## config.mk

```make
export PLATFORM = sky130hd
export DESIGN_NAME = pe_mac_sequencer_flat
export DESIGN_NICKNAME = d
export VERILOG_FILES = /design/src/rtl/pe_seq_pkg.sv /design/src/rtl/pe_mac_sequencer_if.sv /design/src/rtl/pe_seq_counter.sv /design/src/rtl/pe_mac_sequencer.sv /design/src/flat_wrapper.sv
export SDC_FILE = /design/constraint.sdc
export NUM_CORES = 1
export LEC_CHECK = 0
export ABC_AREA = 1
export CAP_MARGIN = 15
export CORE_UTILIZATION = 53
export CTS_CLUSTER_DIAMETER = 80
export DETAILED_ROUTE_END_ITERATION = 6
export GPL_TIMING_DRIVEN = 0
export HOLD_SLACK_MARGIN = 0.08
export PLACE_DENSITY_LB_ADDON = 0.3
export SLEW_MARGIN = 20
export SYNTH_ARGS = -nofsm -noshare
export SYNTH_HDL_FRONTEND = slang
export SYNTH_SLANG_ARGS = --single-unit
```

## constraint.sdc

```tcl
create_clock -name CLK -period 3.1 [get_ports CLK]
set_clock_uncertainty 0.15 [all_clocks]
set_input_delay 0.31 -clock CLK [delete_from_list [all_inputs] [get_ports CLK]]
set_output_delay 0.31 -clock CLK [all_outputs]
set_load 0.01 [all_outputs]
```

## src/rtl/pe_seq_pkg.sv

```systemverilog
// Shared definitions for the PE MAC sequencer: FSM state encoding and the
// default address/datapath widths used by every file in this block.
package pe_seq_pkg;

    // Default local-store address width.
    localparam int unsigned PE_SEQ_A = 7;
    // Default datapath width; only sizes the optional status counter.
    localparam int unsigned PE_SEQ_W = 16;

    typedef enum logic [2:0] {
        ST_IDLE    = 3'd0,
        ST_LOAD    = 3'd1,
        ST_COMPUTE = 3'd2,
        ST_DRAIN   = 3'd3,
        ST_DONE    = 3'd4
    } state_t;

endpackage

```

## src/rtl/pe_mac_sequencer_if.sv

```systemverilog
// Load/store/result bundle between the sequencer (master) and the PE
// datapath (slave): load-beat handshake, local-store addressing and write
// strobes, accumulator controls and the result handshake.
interface pe_mac_sequencer_if #(
    parameter int unsigned A = pe_seq_pkg::PE_SEQ_A
);
    logic         ld_valid;
    logic         ld_ready;
    logic [A-1:0] kernelAddress;
    logic [A-1:0] neuronAddress;
    logic         kernelWrite;
    logic         neuronWrite;
    logic         acc_clear;
    logic         mac_en;
    logic         res_valid;
    logic         res_ready;

    modport master (
        input  ld_valid, res_ready,
        output ld_ready, kernelAddress, neuronAddress, kernelWrite,
               neuronWrite, acc_clear, mac_en, res_valid
    );

    modport slave (
        output ld_valid, res_ready,
        input  ld_ready, kernelAddress, neuronAddress, kernelWrite,
               neuronWrite, acc_clear, mac_en, res_valid
    );
endinterface

```

## src/rtl/pe_seq_counter.sv

```systemverilog
// Word counter shared by the LOAD and COMPUTE phases: synchronous clear has
// priority over enable, and o_tc flags the last word of the job (len-1).
module pe_seq_counter
    import pe_seq_pkg::*;
#(
    parameter int unsigned A = PE_SEQ_A
) (
    input  logic         CLK,
    input  logic         RST,
    input  logic         i_clr,
    input  logic         i_en,
    input  logic [A-1:0] i_len,
    output logic [A-1:0] o_count,
    output logic         o_tc
);
    localparam logic [A-1:0] ONE = A'(1);

    logic [A-1:0] r_count;

    // Count register: clear wins over enable so a phase change restarts at 0.
    always_ff @(posedge CLK or posedge RST) begin
        // NOTE: sequential state uses <= so every register samples pre-edge values.
        if (RST) begin
            r_count <= '0;
        end else if (i_clr) begin
            r_count <= '0;
        end else if (i_en) begin
            r_count <= r_count + ONE;
        end
    end

    assign o_count = r_count;
    assign o_tc    = (r_count == (i_len - ONE));
endmodule

```

## src/rtl/pe_mac_sequencer.sv

```systemverilog
// PE MAC sequencer: accepts a job of len words, streams kernel/neuron load
// beats into the local store, replays the store addresses for the MAC pass,
// then presents a result handshake.
// Optional feature: define PE_SEQ_STATUS_EN to add the cycle_count status
// output (2*W bits, saturating job-duration counter).
module pe_mac_sequencer
    import pe_seq_pkg::*;
#(
    parameter int unsigned A = PE_SEQ_A,
    parameter int unsigned W = PE_SEQ_W
) (
    input  logic              CLK,
    input  logic              RST,
    input  logic              start,
    input  logic [A-1:0]      len,
    output logic              busy,
`ifdef PE_SEQ_STATUS_EN
    output logic [2*W-1:0]    cycle_count,
`endif
    pe_mac_sequencer_if.master bus
);

    // Widths of zero would collapse the address bus or the status counter.
    if (A < 1 || W < 1) begin : g_bad_params
        $error("pe_mac_sequencer: A and W must both be at least 1");
    end

    state_t       r_state;
    state_t       w_state_nxt;
    logic [A-1:0] r_len;
    logic         r_mac_en;

    logic         w_accept;
    logic         w_cnt_clr;
    logic         w_cnt_en;
    logic         w_cnt_tc;
    logic [A-1:0] w_cnt;
    logic         w_ld_ready;
    logic         w_write;
    logic         w_addr_phase;
    logic [A-1:0] w_addr;
    logic         w_res_valid;

    pe_seq_counter #(
        .A (A)
    ) u_counter (
        .CLK     (CLK),
        .RST     (RST),
        .i_clr   (w_cnt_clr),
        .i_en    (w_cnt_en),
        .i_len   (r_len),
        .o_count (w_cnt),
        .o_tc    (w_cnt_tc)
    );

    // Next-state and counter control; a zero-length start is dropped in IDLE.
    always_comb begin
        // NOTE: every output of this block gets a default first, so no latch is inferred.
        w_state_nxt = r_state;
        w_accept    = 1'b0;
        w_cnt_clr   = 1'b0;
        w_cnt_en    = 1'b0;
        case (r_state)
            ST_IDLE: begin
                if (start && (len != '0)) begin
                    w_accept    = 1'b1;
                    w_cnt_clr   = 1'b1;
                    w_state_nxt = ST_LOAD;
                end
            end
            ST_LOAD: begin
                if (bus.ld_valid) begin
                    if (w_cnt_tc) begin
                        w_cnt_clr   = 1'b1;
                        w_state_nxt = ST_COMPUTE;
                    end else begin
                        w_cnt_en = 1'b1;
                    end
                end
            end
            ST_COMPUTE: begin
                if (w_cnt_tc) begin
                    w_cnt_clr   = 1'b1;
                    w_state_nxt = ST_DRAIN;
                end else begin
                    w_cnt_en = 1'b1;
                end
            end
            ST_DRAIN: begin
                w_state_nxt = ST_DONE;
            end
            ST_DONE: begin
                if (bus.res_ready) begin
                    w_state_nxt = ST_IDLE;
                end
            end
            default: begin
                w_state_nxt = ST_IDLE;
            end
        endcase
    end

    // FSM state register; reset returns to IDLE even mid-job.
    always_ff @(posedge CLK or posedge RST) begin
        if (RST) begin
            r_state <= ST_IDLE;
        end else begin
            r_state <= w_state_nxt;
        end
    end

    // Job length is captured only when a start is accepted.
    always_ff @(posedge CLK or posedge RST) begin
        if (RST) begin
            r_len <= '0;
        end else if (w_accept) begin
            r_len <= len;
        end
    end

    // mac_en trails COMPUTE by one cycle to line up with the store read data.
    always_ff @(posedge CLK or posedge RST) begin
        if (RST) begin
            r_mac_en <= 1'b0;
        end else begin
            r_mac_en <= (r_state == ST_COMPUTE);
        end
    end

    assign busy         = (r_state != ST_IDLE);
    assign w_ld_ready   = (r_state == ST_LOAD);
    assign w_write      = bus.ld_valid & w_ld_ready;
    assign w_addr_phase = (r_state == ST_LOAD) || (r_state == ST_COMPUTE);
    assign w_addr       = w_addr_phase ? w_cnt : '0;
    assign w_res_valid  = (r_state == ST_DONE);

    assign bus.ld_ready      = w_ld_ready;
    assign bus.kernelWrite   = w_write;
    assign bus.neuronWrite   = w_write;
    assign bus.kernelAddress = w_addr;
    assign bus.neuronAddress = w_addr;
    // The accept decode is combinational, so mask it while reset is held.
    assign bus.acc_clear     = w_accept & ~RST;
    assign bus.mac_en        = r_mac_en;
    assign bus.res_valid     = w_res_valid;

`ifdef PE_SEQ_STATUS_EN
    logic [2*W-1:0] r_cycle_count;

    // Job duration: the accepting IDLE cycle counts as 1, then every busy
    // cycle until res_valid; saturates and holds until the next accept.
    always_ff @(posedge CLK or posedge RST) begin
        if (RST) begin
            r_cycle_count <= '0;
        end else if (w_accept) begin
            r_cycle_count <= {{(2*W-1){1'b0}}, 1'b1};
        end else if (busy && !w_res_valid && (r_cycle_count != '1)) begin
            r_cycle_count <= r_cycle_count + 1'b1;
        end
    end

    assign cycle_count = r_cycle_count;
`endif

endmodule

```

## src/flat_wrapper.sv

```systemverilog
// flat-port wrapper written by rule: the top's interface ports become plain ports
module pe_mac_sequencer_flat import pe_seq_pkg::*;
#(
    parameter int unsigned A = PE_SEQ_A,
    parameter int unsigned W = PE_SEQ_W
)
  (CLK, RST, start, len, busy, bus_ld_valid, bus_res_ready, bus_ld_ready, bus_kernelAddress, bus_neuronAddress, bus_kernelWrite, bus_neuronWrite, bus_acc_clear, bus_mac_en, bus_res_valid);
  pe_mac_sequencer_if #(.A(A)) bus_i ();
  input  logic CLK;
  input  logic RST;
  input  logic start;
  input  logic [A-1:0] len;
  output logic busy;
  input wire logic [$bits(bus_i.ld_valid)-1:0] bus_ld_valid;
  input wire logic [$bits(bus_i.res_ready)-1:0] bus_res_ready;
  output wire logic [$bits(bus_i.ld_ready)-1:0] bus_ld_ready;
  output wire logic [$bits(bus_i.kernelAddress)-1:0] bus_kernelAddress;
  output wire logic [$bits(bus_i.neuronAddress)-1:0] bus_neuronAddress;
  output wire logic [$bits(bus_i.kernelWrite)-1:0] bus_kernelWrite;
  output wire logic [$bits(bus_i.neuronWrite)-1:0] bus_neuronWrite;
  output wire logic [$bits(bus_i.acc_clear)-1:0] bus_acc_clear;
  output wire logic [$bits(bus_i.mac_en)-1:0] bus_mac_en;
  output wire logic [$bits(bus_i.res_valid)-1:0] bus_res_valid;
  assign bus_i.ld_valid = bus_ld_valid;
  assign bus_i.res_ready = bus_res_ready;
  assign bus_ld_ready = bus_i.ld_ready;
  assign bus_kernelAddress = bus_i.kernelAddress;
  assign bus_neuronAddress = bus_i.neuronAddress;
  assign bus_kernelWrite = bus_i.kernelWrite;
  assign bus_neuronWrite = bus_i.neuronWrite;
  assign bus_acc_clear = bus_i.acc_clear;
  assign bus_mac_en = bus_i.mac_en;
  assign bus_res_valid = bus_i.res_valid;
  pe_mac_sequencer #(.A(A), .W(W)) u_core (.CLK(CLK), .RST(RST), .start(start), .len(len), .busy(busy), .bus(bus_i));
endmodule
```

==> metrics.log, run 1 <==
INFO  metric critical-path-top-delay-family = buffers and inverters
INFO  metric vias = 1,317
INFO  metric nets = around 250
INFO  metric die_h = around 53 um
INFO  metric clk_root_buffer_cell = sky130_fd_sc_hd__clkbuf_4
INFO  metric fin_tns_setup = 0 ps
INFO  metric first_iter_violations = 26
INFO  metric rows = 18
INFO  metric die_area = roughly 2900 um2
INFO  metric yosys_register_bits = 18
INFO  metric global_route_wire_length_before_repair = about 5100 um
INFO  metric cp_slowest_stage_delay = 520 ps
INFO  metric post_route_cells_drive_above_1_share = 14.8%
INFO  metric leading_cell_type_in_the_layout_fill_and_taps_excluded = sky130_fd_sc_hd__nand2_1
INFO  metric numClockSinks = 18
INFO  metric syn-instance-count = 201
INFO  metric syn_to_final_growth = 28.1%
INFO  metric period_share = about nine tenths
INFO  metric vias_in_the_first_global_route = 1,251
INFO  metric postCtsResizedCells = 0
INFO  metric cp.buffers_inverters = 5
INFO  metric worst_path_max_delay_cell = sky130_fd_sc_hd__clkdlybuf4s50_1
INFO  metric core_outline_area = ~2500 um2
INFO  metric synth_top_area_share = between 30% and 40%
INFO  metric crit_cells = 9
INFO  metric portBuffers = 32
INFO  metric synth.top_cells.by_area = sky130_fd_sc_hd__dfrtp_1, sky130_fd_sc_hd__nand2_1, sky130_fd_sc_hd__inv_1
INFO  metric cts_made_buffers = 3
INFO  metric first_pass_iters = 4
INFO  metric unrepaired_setup_endpoints_after_global_routing = false
INFO  metric worstPathRequired = ~2600 ps
INFO  metric timing.final.ws_setup = 329 ps
INFO  metric syn-mean-instance-area = about 7.0 um2
INFO  metric synth-warning-count = 0
INFO  metric endpoint = bus_neuronAddress[6]
INFO  metric outcome = finished, final reports clean
INFO  metric detail_route.drc_violations = 0
INFO  metric post_cts_hold_fix_bufs = 0
INFO  metric final_core_util = a little under three quarters
INFO  metric cts_htree_levels = 1
INFO  metric clock_tree_from_tritoncts = yes
INFO  metric postCtsSetupBuffers = 0
INFO  metric drv_slew = 0
INFO  metric grt_overflow = 0
INFO  metric post_synthesis_sequential_area_ratio = between 30 and 40%
INFO  metric synth_area_leader_cell = sky130_fd_sc_hd__dfrtp_1
INFO  metric path_max_fanout = 7
INFO  metric drt.antenna.violating_nets = 0
INFO  metric irDropWorstVdd = about 750 uV
INFO  metric avgViaCountPerCell = 4.93
INFO  metric antenna_found_initial = 0
INFO  metric path_clk_slew = roughly 120 ps
INFO  metric cts_buffer_depth = 2
INFO  metric slew_headroom = between 50% and 60%
INFO  metric number_of_different_library_cells_in_the_post_synthesis_netlist = 26
INFO  metric reg2reg_setup_slack = 1060 ps
INFO  metric rr_endpoint = u_core.u_counter.o_count[6]$_DFFE_PP0P_
INFO  metric timing.critical_path.to_type = output port
INFO  metric max_clock_freq = 0.361 GHz
INFO  metric tightest_slew = about 700 ps
INFO  metric crit_chain = nor2_2 > inv_2 > nor2_2 > inv_1 > nand2_1 > inv_1 > nor2_1 > buf_4 > clkdlybuf4s50_1
INFO  metric syn_nets = ~220
INFO  metric power.total = 0.00152 W
INFO  metric timing_hold_violations_final = 0
INFO  metric ff2ff_path_depth = 12
INFO  metric synth.cell_area = 1400 um2
INFO  metric antennaDiodeCount = 0
INFO  metric num_io_pins = 33
INFO  metric final.min_clock_period = about 2800 ps
INFO  metric max_cap_violations = 0
INFO  metric power.leakage = between 0.9 and 1 nW
INFO  metric setup_viol = 0
INFO  metric dpl_worst_slack = 503 ps
INFO  metric globalRouteTotalUtil = 24.7%
INFO  metric worstSetupStartpointType = register
INFO  metric crit_arrival = 2310 ps
INFO  metric grt_max_degree = 19
INFO  metric worstSkewPairLatency = ~300 ps
INFO  metric hp-class = primary input to asynchronous set/reset pin
INFO  metric worst-setup-path-type = register to output port
INFO  metric gp_weighted_congestion = 0.846
INFO  metric dieWidth = 53.5 um
INFO  metric worst_setup_path_startpoint = u_core.r_state[0]$_DFFE_PP0P_
INFO  metric floorplan.initialDensity = around 56%
INFO  metric layout.cells.most_common_list = sky130_fd_sc_hd__nand2_1, sky130_fd_sc_hd__inv_1, sky130_fd_sc_hd__clkdlybuf4s50_1, sky130_fd_sc_hd__nor2_1, sky130_fd_sc_hd__dfrtp_1
INFO  metric dp_hpwl = around 2300 um
INFO  metric overall_routed_net_length = between 2000 and 3000 um
INFO  metric crit-reg2reg-launch = u_core.r_len[0]$_DFFE_PP0P_
INFO  metric power.density_cell_area = 843 nW/um2
INFO  metric post_drt_wl_per_cell = 11.1 um
[cell type report]
| class | count | area [um2] |
|---|---|---|
| multi-input combinational | 135 | 716 |
| fill | 225 | 702 |
| sequential | 18 | 450 |
| timing repair buffer | 32 | 320 |
| inverter | 36 | 135 |
| buffer | 12 | 103 |
| tap | 30 | 37.5 |
| clock buffer | 4 | 36.3 |
[power by group]
part | leakage (nW) | internal [W] | switching [W]
sequential | 0.230 | 0.000322 | 0.000106
combinational | 0.692 | 0.000410 | 0.000531
clock | 0.0210 | 0.0000716 | 0.0000753
[through the flow]
stage | instance area (um2) | std cells | hold WS, ps
6_report | 1800 | 267 | 282
5_1_grt | 1800 | 267 | 376
4_1_cts | 1800 | 267 | 318
3_5_place_dp | 1760 | 263 | 349
3_3_place_gp | 1760 | 263 | 349
2_1_floorplan | 1400 | 201 | 98.6
[cell usage after synthesis]
master	number
sky130_fd_sc_hd__dfrtp_1	18
sky130_fd_sc_hd__or2_1	1
sky130_fd_sc_hd__a21oi_2	2
sky130_fd_sc_hd__o21ai_0	1
sky130_fd_sc_hd__buf_4	8
sky130_fd_sc_hd__inv_1	34
sky130_fd_sc_hd__nor3_1	2
sky130_fd_sc_hd__inv_2	2
sky130_fd_sc_hd__buf_6	2
sky130_fd_sc_hd__buf_8	1
sky130_fd_sc_hd__a21oi_1	2
sky130_fd_sc_hd__nor2_4	1
sky130_fd_sc_hd__o21ai_2	5
sky130_fd_sc_hd__xor2_1	7
sky130_fd_sc_hd__clkbuf_2	1
sky130_fd_sc_hd__nor2_2	5
sky130_fd_sc_hd__a31o_2	1
sky130_fd_sc_hd__ha_1	2
sky130_fd_sc_hd__nor2_1	22
sky130_fd_sc_hd__xnor2_1	2
sky130_fd_sc_hd__nand2_1	54
sky130_fd_sc_hd__nand4_1	14
sky130_fd_sc_hd__o21ai_4	1
sky130_fd_sc_hd__nand2_4	2
sky130_fd_sc_hd__nand3_1	10
sky130_fd_sc_hd__nor4_1	1
[kinds of logic after synthesis]
logic type,after synthesis,share of synthesized area [%]
compound gates,12,7.22
xor+xnor,9,5.62
fa+ha+maj,2,1.78
buf+inv,48,16.9
flops,18,32.1
simple gates,112,36.4
[worst reg2reg max path, delay by kind of cell (launching register included)]
family	cells	cell delay, ps
adders and majority gates	1	310
DFF	1	400
buffers and inverters	2	140
and+or+nand+nor	9	970
[state kept, by name, indices dropped and copies added, names as in the netlist]
name and flops:
u_core.r_state 3, u_core.r_len 7, u_core.u_counter.o_count 7, u_core.bus.mac_en 1
[worst min path at each step]
stage	to	slack, ps	from
finish	u_core.u_counter.o_count[6]$_DFFE_PP0P_	280	RST
global route	u_core.r_state[1]$_DFFE_PP0P_	380	RST
CTS	u_core.r_state[1]$_DFFE_PP0P_	320	RST
detailed placement	u_core.r_len[1]$_DFFE_PP0P_	350	u_core.r_len[1]$_DFFE_PP0P_
global placement	u_core.r_len[1]$_DFFE_PP0P_	350	u_core.r_len[1]$_DFFE_PP0P_
floorplan	u_core.bus.mac_en$_DFF_PP0_	100	RST
[metal layers]
layer	up-vias	GRT usage, %	share of wire, %
met5	-	0	0
met4	0	9.21	0.98
met3	4	4.02	3.4
met2	32	45.8	51
met1	591	27.5	44
li1	690	-	-
(Power assumes the default switching activity.)
==> run 2, diff against run 1 <==
--- a/config.mk
+++ b/config.mk
@@ -5,9 +5,8 @@
 export SDC_FILE = /design/constraint.sdc
 export NUM_CORES = 1
 export LEC_CHECK = 0
-export ABC_AREA = 1
 export CAP_MARGIN = 15
-export CORE_UTILIZATION = 53
+export CORE_UTILIZATION = 51
 export CTS_CLUSTER_DIAMETER = 80
 export DETAILED_ROUTE_END_ITERATION = 6
 export GPL_TIMING_DRIVEN = 0
==> metrics.log, run 2 <==
INFO  metric synth_enable_flop_cells = 0
INFO  metric crit_arrival = ~2500 ps
INFO  metric max_cap_violations = 0
INFO  metric first_pass_iters = 4
INFO  metric synth_top_area_share = around 37%
INFO  metric cp.buffers_inverters = 2
INFO  metric final-seq-area = around 450 um2
INFO  metric syn_nets = between 100 and 150
INFO  metric fillerInstances = around 180
INFO  metric fin_tns_setup = 0 ps
INFO  metric period_share = about 95%
INFO  metric rows = 17
INFO  metric numClockSinks = 18
INFO  metric portBuffers = 32
INFO  metric vias_in_the_first_global_route = between 1,000 and 1,500
INFO  metric synth_top_flop_cell = sky130_fd_sc_hd__dfrtp_1
INFO  metric vias = roughly 1,100
INFO  metric synth-warning-count = 0
INFO  metric synth.cell_area = 1200 um2
INFO  metric grt_max_degree = 19
INFO  metric power.leakage = 0.649 nW
INFO  metric first_iter_violations = 25
INFO  metric ys_async_sr_fraction = 100%
INFO  metric detail_route.drc_violations = 0
INFO  metric tightest_slew = 684 ps
INFO  metric gp_weighted_congestion = between 0.8 and 0.9
INFO  metric dieWidth = a little over 50 um
INFO  metric outcome = finished, final reports clean
INFO  metric overall_routed_net_length = roughly 2500 um
INFO  metric final.min_clock_period = just under 3000 ps
INFO  metric syn_to_final_growth = 31.0%
INFO  metric global_route_wire_length_before_repair = roughly 4400 um
INFO  metric worstSetupStartpointType = register
INFO  metric clk_root_buffer_cell = sky130_fd_sc_hd__clkbuf_4
INFO  metric synthTopCellsByCount = sky130_fd_sc_hd__dfrtp_1, sky130_fd_sc_hd__inv_1, sky130_fd_sc_hd__nand2_1, sky130_fd_sc_hd__nor2b_1, sky130_fd_sc_hd__buf_4
INFO  metric globalRouteTotalUtil = roughly 23%
INFO  metric power.density_cell_area = 1060 nW/um2
INFO  metric timing.critical_path.to_type = output port
INFO  metric clock_tree_from_tritoncts = yes
INFO  metric post_synthesis_sequential_area_ratio = a little under two fifths
INFO  metric syn-instance-count = roughly 130
INFO  metric slew_headroom = 54.4%
INFO  metric avgViaCountPerCell = 5.54
INFO  metric crit_chain = clkbuf_1 > or3_1 > a211o_1 > nor2_1 > clkdlybuf4s50_1
INFO  metric num_io_pins = 33
INFO  metric syn-mean-instance-area = about 9.1 um2
INFO  metric worst_path_max_delay_cell = sky130_fd_sc_hd__clkdlybuf4s50_1
INFO  metric cp_slowest_stage_delay = 550 ps
INFO  metric antenna_found_initial = 0
INFO  metric cts_made_buffers = 3
INFO  metric floorplan.initialDensity = between 50% and 60%
INFO  metric timing_hold_violations_final = 0
INFO  metric worstPathRequired = around 2600 ps
INFO  metric setup_viol = 0
INFO  metric max_clock_freq = roughly 0.34 GHz
INFO  metric synth.top_cells.by_area = sky130_fd_sc_hd__dfrtp_1, sky130_fd_sc_hd__mux2_2, sky130_fd_sc_hd__buf_4
INFO  metric worst-setup-path-type = register to output port
INFO  metric path_max_fanout = 16
INFO  metric postCtsResizedCells = 0
INFO  metric antennaDiodeCount = 0
INFO  metric post_cts_hold_fix_bufs = 0
INFO  metric drt.antenna.violating_nets = 0
INFO  metric hp-class = primary input to asynchronous set/reset pin
INFO  metric critical-path-top-delay-family = buffers and inverters
INFO  metric leading_cell_type_in_the_layout_fill_and_taps_excluded = sky130_fd_sc_hd__clkdlybuf4s50_1
INFO  metric die_area = ~2600 um2
INFO  metric number_of_different_library_cells_in_the_post_synthesis_netlist = 37
INFO  metric multi_input_comb_area = approximately 650 um2
INFO  metric post-synth-top-count-cell = sky130_fd_sc_hd__dfrtp_1
INFO  metric layout.cells.most_common_list = sky130_fd_sc_hd__clkdlybuf4s50_1, sky130_fd_sc_hd__dfrtp_1, sky130_fd_sc_hd__inv_1, sky130_fd_sc_hd__nor2b_1, sky130_fd_sc_hd__nand2_1
INFO  metric cts_buffer_depth = 2
INFO  metric core_outline_area = between 2000 and 2500 um2
INFO  metric post_route_cells_drive_above_1_share = 12.0%
INFO  metric die_h = roughly 51 um
INFO  metric postCtsSetupBuffers = 0
INFO  metric irDropWorstVdd = 614 uV
INFO  metric power.total = 0.00167 W
INFO  metric unrepaired_setup_endpoints_after_global_routing = false
INFO  metric grt_overflow = 0
INFO  metric worstSkewPairLatency = approximately 290 ps
INFO  metric post_drt_wl_per_cell = ~13 um
INFO  metric drv_slew = 0
INFO  metric path_clk_slew = 100 ps
INFO  metric cts_htree_levels = 1
INFO  metric yosys_register_bits = 18
INFO  metric nets = approximately 180
INFO  metric dp_hpwl = around 2000 um
INFO  metric synth_area_leader_cell = sky130_fd_sc_hd__dfrtp_1
==> run 2: cell count changes in the layout (fill, tap and decap cells not counted), moves of 5 or more <==
cell / change
sky130_fd_sc_hd__inv_1: -25
sky130_fd_sc_hd__mux2_2: +7
sky130_fd_sc_hd__nand2_1: -45
sky130_fd_sc_hd__nand3_1: -5
sky130_fd_sc_hd__nand4_1: -14
sky130_fd_sc_hd__nor2_1: -19
sky130_fd_sc_hd__nor2_2: -5
sky130_fd_sc_hd__nor2b_1: +9
sky130_fd_sc_hd__o211ai_1: +6
sky130_fd_sc_hd__o21ai_2: -5
==> run 2: power breakdown <==
group / switching (W) / internal (W)
Sequential: 0.000118 / 0.000321
Clock: 0.0000742 / 0.0000453
Combinational: 0.000477 / 0.000639
==> run 2: layout make-up <==
cell class	count	share of cell area, %
flip-flops and latches	18	28.5
clock buffers	3	1.43
inverters	9	2.14
multi-input cells	95	41.0
repair buffers	32	20.3
plain buffers	10	4.36
well taps	28	2.22
==> run 2: worst paths after layout <==
| kind | to | cells after the start | start | slack [ps] |
|---|---|---|---|---|
| setup / recovery | bus_acc_clear | 5 | u_core.r_state[0]$_DFFE_PP0P_ | 150 |
| hold / removal | u_core.r_len[1]$_DFFE_PP0P_ | 2 | RST | 290 |
| setup reg to reg | u_core.u_counter.o_count[0]$_DFFE_PP0P_ | 8 | u_core.r_len[0]$_DFFE_PP0P_ | 400 |
| hold reg to reg | u_core.r_len[5]$_DFFE_PP0P_ | 1 | u_core.r_len[5]$_DFFE_PP0P_ | 410 |
| max in group asynchronous | u_core.u_counter.o_count[0]$_DFFE_PP0P_ | 2 | RST | 2080 |
| min in group CLK | u_core.r_len[5]$_DFFE_PP0P_ | 1 | u_core.r_len[5]$_DFFE_PP0P_ | 410 |
==> run 2: per-stage QoR <==
| step | cells | util (%) | hold slack [ps] | setup slack, ps | cell area [um2] |
|---|---|---|---|---|---|
| after floorplan | 133 | - | 98.6 | 642 | 1200 |
| after global placement | 193 | 70.5 | 373 | 278 | 1560 |
| after detailed placement | 193 | 70.5 | 389 | 229 | 1560 |
| after CTS | 196 | 71.5 | 320 | 32.2 | 1580 |
| after global routing | 195 | 71.4 | 348 | 1.58 | 1580 |
| final | 195 | 71.4 | 288 | 146 | 1580 |
==> run 2: logic make-up after synthesis <==
family	after synthesis	synth area share, %
AND/OR/NAND/NOR	53	25.2
AO/OA/AOI/OAI	25	14.1
buffers and inverters	20	8.83
flip-flops	18	37.4
XOR/XNOR	8	5.82
multiplexers	7	6.54
adder cells (fa/ha/maj)	2	2.08
==> run 2: per-layer routing <==
metal | wire [um] | share of wire [%] | vias up | GRT usage, %
met2 | 1270 | 50 | 28 | 39.6
met4 | 42 | 1.7 | 0 | 10.6
met3 | 90 | 3.5 | 4 | 3.94
met5 | 0 | 0 | - | 0
met1 | 1130 | 45 | 508 | 27.8
li1 | - | - | 541 | -
==> run 2: worst register-to-register path, delay by kind of cell, from the launching register on <==
kind                     cells  cell delay [ps]
AND/OR/NAND/NOR              2              790
AO/OA/AOI/OAI                3              690
flip-flops                   1              450
buffers and inverters        2              270
adder cells (fa/ha/maj)      1              200
